--- config.mk ---
export PLATFORM = sky130hd
export DESIGN_NAME = ps2_dev_cmd_rx
export DESIGN_NICKNAME = d
export VERILOG_FILES = /design/src/rtl/ps2_dev_cmd_rx.sv
export SDC_FILE = /design/constraint.sdc
export NUM_CORES = 1
export LEC_CHECK = 0
export CAP_MARGIN = 25
export CORE_MARGIN = 2
export CORE_UTILIZATION = 62
export DETAILED_ROUTE_END_ITERATION = 8
export DONT_BUFFER_PORTS = 1
export GPL_TIMING_DRIVEN = 0
export HOLD_SLACK_MARGIN = 0.08
export MAX_ROUTING_LAYER = met4
export PLACE_DENSITY = 0.83
export SLEW_MARGIN = 30
export SYNTH_ARGS = -nofsm -noshare
export SYNTH_HDL_FRONTEND = slang
export SYNTH_SLANG_ARGS = --single-unit
--- constraint.sdc ---
create_clock -name clk_sys -period 4.7 [get_ports clk_sys]
set_clock_uncertainty 0.15 [all_clocks]
set_input_delay 1.175 -clock clk_sys [delete_from_list [all_inputs] [get_ports clk_sys]]
set_output_delay 1.175 -clock clk_sys [all_outputs]
set_load 0.01 [all_outputs]
--- src/rtl/ps2_dev_cmd_rx.sv ---
// rtl/ps2_dev_cmd_rx.sv - device-side PS/2 receiver for host-to-device command frames
// Detects host RTS, generates the PS/2 clock, shifts in data/parity/stop and drives the ack bit.
module ps2_dev_cmd_rx #(
  parameter int PS2_HALF = 750,
  parameter int RTS_MIN  = 2000,
  parameter int GLITCH   = 4
) (
  input  logic       clk_sys,
  input  logic       reset_n,
  input  logic       ps2_clk_in,
  input  logic       ps2_dat_in,
  output logic       ps2_clk_oe,
  output logic       ps2_dat_oe,
  input  logic       tx_active,
  output logic       rx_busy,
  output logic [7:0] rx_data,
  output logic       rx_valid,
  output logic       rx_error
);

  localparam int CNT_MAX = (RTS_MIN > PS2_HALF) ? RTS_MIN : PS2_HALF;
  localparam int CW      = $clog2(CNT_MAX + 1);
  localparam logic [CW-1:0] HALF_LAST  = CW'(PS2_HALF - 1);
  localparam logic [CW-1:0] HALF_PREV  = CW'(PS2_HALF - 2);
  localparam logic [CW-1:0] RTS_CNT    = CW'(RTS_MIN);
  localparam logic [CW-1:0] GLITCH_CNT = CW'(GLITCH);

  typedef enum logic [2:0] {
    S_IDLE, S_INHIBIT, S_SETUP, S_CLK_LO, S_CLK_HI, S_DONE
  } state_t;

  state_t        state_q, state_d;
  logic [CW-1:0] cnt_q, cnt_d;
  logic [3:0]    bit_q, bit_d;
  logic [7:0]    shreg_q, shreg_d;
  logic          par_q, par_d;
  logic          stop_q, stop_d;
  logic          clk_oe_q, clk_oe_d;
  logic          dat_oe_q, dat_oe_d;
  logic          busy_q, busy_d;
  logic [7:0]    data_q, data_d;
  logic          valid_q, valid_d;
  logic          error_q, error_d;
  logic [1:0]    clk_sync_q, dat_sync_q;
  logic          clk_s, dat_s, frame_ok;

  assign clk_s    = clk_sync_q[1];
  assign dat_s    = dat_sync_q[1];
  assign frame_ok = stop_q & (^{shreg_q, par_q});

  assign ps2_clk_oe = clk_oe_q;
  assign ps2_dat_oe = dat_oe_q;
  assign rx_busy    = busy_q;
  assign rx_data    = data_q;
  assign rx_valid   = valid_q;
  assign rx_error   = error_q;

  always_ff @(posedge clk_sys) begin
    if (!reset_n) begin
      clk_sync_q <= 2'b11;
      dat_sync_q <= 2'b11;
      state_q    <= S_IDLE;
      cnt_q      <= '0;
      bit_q      <= '0;
      shreg_q    <= '0;
      par_q      <= 1'b0;
      stop_q     <= 1'b0;
      clk_oe_q   <= 1'b0;
      dat_oe_q   <= 1'b0;
      busy_q     <= 1'b0;
      data_q     <= '0;
      valid_q    <= 1'b0;
      error_q    <= 1'b0;
    end else begin
      clk_sync_q <= {clk_sync_q[0], ps2_clk_in};
      dat_sync_q <= {dat_sync_q[0], ps2_dat_in};
      state_q    <= state_d;
      cnt_q      <= cnt_d;
      bit_q      <= bit_d;
      shreg_q    <= shreg_d;
      par_q      <= par_d;
      stop_q     <= stop_d;
      clk_oe_q   <= clk_oe_d;
      dat_oe_q   <= dat_oe_d;
      busy_q     <= busy_d;
      data_q     <= data_d;
      valid_q    <= valid_d;
      error_q    <= error_d;
    end
  end

  always_comb begin
    state_d  = state_q;
    cnt_d    = cnt_q;
    bit_d    = bit_q;
    shreg_d  = shreg_q;
    par_d    = par_q;
    stop_d   = stop_q;
    dat_oe_d = dat_oe_q;
    data_d   = data_q;
    valid_d  = 1'b0;
    error_d  = 1'b0;

    case (state_q)
      S_IDLE: begin
        cnt_d = '0;
        if (!clk_s && !tx_active) begin
          state_d = S_INHIBIT;
        end
      end
      S_INHIBIT: begin
        if (!clk_s) begin
          if (cnt_q != RTS_CNT) cnt_d = cnt_q + 1'b1;
        end else if (cnt_q >= RTS_CNT && !dat_s) begin
          state_d = S_SETUP;
          cnt_d   = '0;
        end else begin
          state_d = S_IDLE;
          cnt_d   = '0;
        end
      end
      S_SETUP: begin
        if (cnt_q == HALF_LAST) begin
          state_d = S_CLK_LO;
          cnt_d   = '0;
          bit_d   = '0;
        end else begin
          cnt_d = cnt_q + 1'b1;
        end
      end
      S_CLK_LO: begin
        if (cnt_q == HALF_LAST) begin
          state_d = S_CLK_HI;
          cnt_d   = '0;
        end else begin
          cnt_d = cnt_q + 1'b1;
        end
      end
      S_CLK_HI: begin
        // Early released-high cycles still see our own low through the synchroniser.
        if (!clk_s && cnt_q >= GLITCH_CNT) begin
          state_d  = S_INHIBIT;
          cnt_d    = '0;
          dat_oe_d = 1'b0;
        end else if (cnt_q == HALF_LAST) begin
          cnt_d = '0;
          if (bit_q < 4'd8) shreg_d = {dat_s, shreg_q[7:1]};
          if (bit_q == 4'd8) par_d = dat_s;
          if (bit_q == 4'd9) begin
            stop_d   = dat_s;
            dat_oe_d = dat_s;
          end
          if (bit_q == 4'd10) begin
            state_d = S_DONE;
            valid_d = frame_ok;
            error_d = ~frame_ok;
            if (frame_ok) data_d = shreg_q;
          end else begin
            state_d = S_CLK_LO;
            bit_d   = bit_q + 4'd1;
          end
        end else begin
          cnt_d = cnt_q + 1'b1;
          if (bit_q == 4'd10 && cnt_q == HALF_PREV) dat_oe_d = 1'b0;
        end
      end
      S_DONE: begin
        state_d = S_IDLE;
        cnt_d   = '0;
      end
      default: begin
        state_d = S_IDLE;
        cnt_d   = '0;
      end
    endcase

    clk_oe_d = (state_d == S_CLK_LO);
    busy_d   = (state_d == S_SETUP) || (state_d == S_CLK_LO) ||
               (state_d == S_CLK_HI) || (state_d == S_DONE);
    if (state_d == S_IDLE || state_d == S_INHIBIT) dat_oe_d = 1'b0;
  end

endmodule

==> qor.yml <==
timing:
  grt_setup_unrepaired: "false"
  setup_viol: 0
  drv_slew: 0
  period_needed_ps: 2621
  finalCritPeriodShare_pct: 55.77
  fmax_mhz: 381.5
  tightestPinTransition_ps: 700.8
  finalHoldWorstSlack_ps: 279.1
  fin_setup_tns_ps: 0
  relSlewSlack_pct: 52.93
  hold_violations: 0
power:
  power.clock.fraction_pct: 32.2
  power.internal_uw: 445.3
  seqPwrFrac_pct: 66.2
  p_leak_uw: 0.0007369
  swShare_pct: 23.40
  comb_power_share_pct: 1.6
  powerDensity_mw_per_mm2: 250.9
  ir_drop_mv: 0.1862
  finalPower_uw: 581.3
  p_switching_uw: 136.0
critical_path:
  arrival_ps: 2750
  cp_common_cell: "and2_1"
  crit_path_cell_trace: "nor3_4, a31oi_4, nor3_1, nand2_1, and2_1, ha_1, and2_1"
  crit_path_top_delay_cell: "nor3_1"
  r2r-start: "cnt_q[4]"
  r2r_cells: 7
  path_max_fanout: 10
  cp_slowest_stage_delay_ps: 560
  required_ps: 4830
  end_kind: "flip-flop"
  start_kind: "flip-flop"
  reg2reg_slack_ps: 2080
  crit_type: "reg -> reg"
  r2r_end: "rx_busy"
logic_synthesis:
  ys_top_cells_by_area: "dfxtp_1, ha_1, a21oi_1"
  ys_warn_count: 0
  synth_top_area_share_pct: 40.96
  seq_area_frac_synth_pct: 40.96
  synth_fp_nets: 258
  synth.largest_area_cell: "dfxtp_1"
  netlist-cell-type-count: 40
  avgSynthCellArea_um2: 8.978
  ys_ff_latch: 45
  netlist_instances: 245
  syn_area_mm2: 0.002200
place:
  gp_congestion: 0.9080
  port_buffers: 0
  dp_hpwl_um: 3254
global_route:
  overflow: 0
  grt_pass1_wl_um: 7445
  grt_use_total_pct: 24.45
  antenna_found_initial: 0
  grt_pass1_vias: 1586
  grt_max_degree: 16
floorplan:
  start_util_pct: 65.40
  placementRows: 21
  io_pins: 18
  die_x_um: 63.57
  coreArea_mm2: 0.003363
  dieArea_mm2: 0.004041
  fp.dieH_um: 63.57
cells_and_area:
  antenna_cells: 0
  final_core_util_pct: 68.90
  area_growth_pct: 5.347
  nNetsFinal: 265
  fillers: 288
  drive_gt1_share_pct: 6.324
cts:
  post_cts_buffers: 0
  path_clk_slew_ps: 130
  cts_sinks: 45
  holdBufCountCts: 0
  post_cts_resize_count: 0
  clockBufferDepth: 2
  numCtsBuffers: 5
  clock_latency_ps: 370
  cts.htree.levels: 2
  cts_root_buf: "clkbuf_4"
  cts_tree: "yes"
route:
  remaining_drc_errors: 0
  firstDrtPassIters: 4
  wirelength_um: 4448
  vias_per_cell: 5.870
  wire_per_inst_um: 14.88
  vias: 1755
  drtAntennaViolNets: 0
  drt_iter0_drc: 98
hold_path:
  holdPathStages: 1
  hold_end: "dat_sync_q[1]"
  min_from: "dat_sync_q[0]"
  hold_class: "reg -> reg"
job:
  drv_cap: 0
status:
  outcome: "finished clean"
## flip-flops by register name (all words and copies together) (netlist names)
signal,cells
rx_data,8
stop_q,1
ps2_clk_oe,1
shreg_q,8
ps2_dat_oe,1
par_q,1
state_q,3
dat_sync_q,2
rx_error,1
bit_q,4
rx_valid,1
cnt_q,11
rx_busy,1
clk_sync_q,2
## layout make-up
cell class                      count  area [um^2]  share of cell area, %
Buffer                              6        22.52                 0.9719
Multi-Input combinational cell    185         1242                  53.62
Tap cell                           46        57.56                  2.484
Inverter                            9        33.78                  1.458
Clock buffer                        5        37.54                  1.620
Sequential cell                    45        900.9                  38.88
Clock inverter                      3        22.52                 0.9719
## layout by cell type (no fill, tap or decap), types with 2 or more instances in the layout
cell	n
xor2_1	7
ha_1	8
nor3_2	2
nor2_1	24
nor2b_1	2
o21ai_1	3
xnor2_1	4
and3_1	2
or4_1	3
o31ai_1	4
xnor3_1	2
nand4_1	9
and2_1	8
nand3_1	17
nor3_1	5
nand2_1	11
clkinv_4	2
clkbuf_1	6
inv_1	9
dfxtp_1	45
o21ai_0	13
clkbuf_4	5
mux2i_1	9
nand2b_1	8
or3_1	2
a21oi_1	19
a211oi_1	4
and4_1	5
## kinds of logic after synthesis
| logic type | after synthesis | share of synthesized area, % |
|---|---|---|
| fa+ha+maj | 8 | 4.551 |
| flops | 45 | 40.96 |
| buf+inv | 15 | 2.560 |
| mux | 10 | 4.608 |
| simple gates | 102 | 26.34 |
| compound gates | 52 | 14.56 |
| xor+xnor | 13 | 6.428 |
## per-layer routing
metal  global-route usage (%)  share of wire (%)
met5                        -                  0
met2                    35.39                 42
met1                    32.77                 51
met3                    7.143                5.4
met4                    8.152                1.4
## cells in the mapped netlist (all sizes together)
library cell   n
mux2           1
dfxtp         45
mux2i          9
nor2          24
a21boi         1
nand4          9
o21ai         16
xnor3          2
a211oi         4
o22a           1
a31o           1
a31oi          1
o41ai          1
nand2b         8
ha             8
o31a           1
or3            2
clkbuf         6
xor2           7
a21oi         19
a21o           1
nand3         17
nor4           2
xnor2          4
and2           8
nor2b          2
o211ai         1
and3           2
inv            9
and4           5
o31ai          4
or4            3
nand3b         1
o22ai          1
nand2         11
nor3           8
## through the flow
| stage | cell area [um^2] | worst slack (ps) | instances |
|---|---|---|---|
| 2_1_floorplan | 2200 | 2462 | 245 |
| 3_3_place_gp | 2257 | 2153 | 291 |
| 3_5_place_dp | 2257 | 2118 | 291 |
| 4_1_cts | 2317 | 2095 | 299 |
| 5_1_grt | 2317 | 1908 | 299 |
| 6_report | 2317 | 2079 | 299 |
## worst max-delay path by stage
stage / cells after the start / slack, ps / startpoint / end
after floorplan: 7 / 2460 / cnt_q[4] / rx_busy
after global routing: 8 / 1910 / state_q[2] / rx_busy
after detailed placement: 7 / 2120 / cnt_q[4] / rx_busy
after global placement: 7 / 2150 / cnt_q[4] / rx_busy
final: 7 / 2080 / cnt_q[4] / rx_busy
after CTS: 7 / 2090 / cnt_q[4] / rx_busy
## power by group through the flow
stage               clock network, uW  logic [uW]  registers [uW]
detailed placement                  0        9.65             393
global placement                    0        9.48             393
global route                      206        10.8             385
CTS                               194        9.68             385
floorplan                           0        7.24             393
finish                            187        9.59             385
## worst max-delay path: cells and delay by family (launching register included)
family,cells,cell delay [ps]
AOI/OAI and AO/OA,1,220
adders and majority gates,1,290
DFF,1,410
and+or+nand+nor,5,1460
Power figures use the tool's default switching activity.
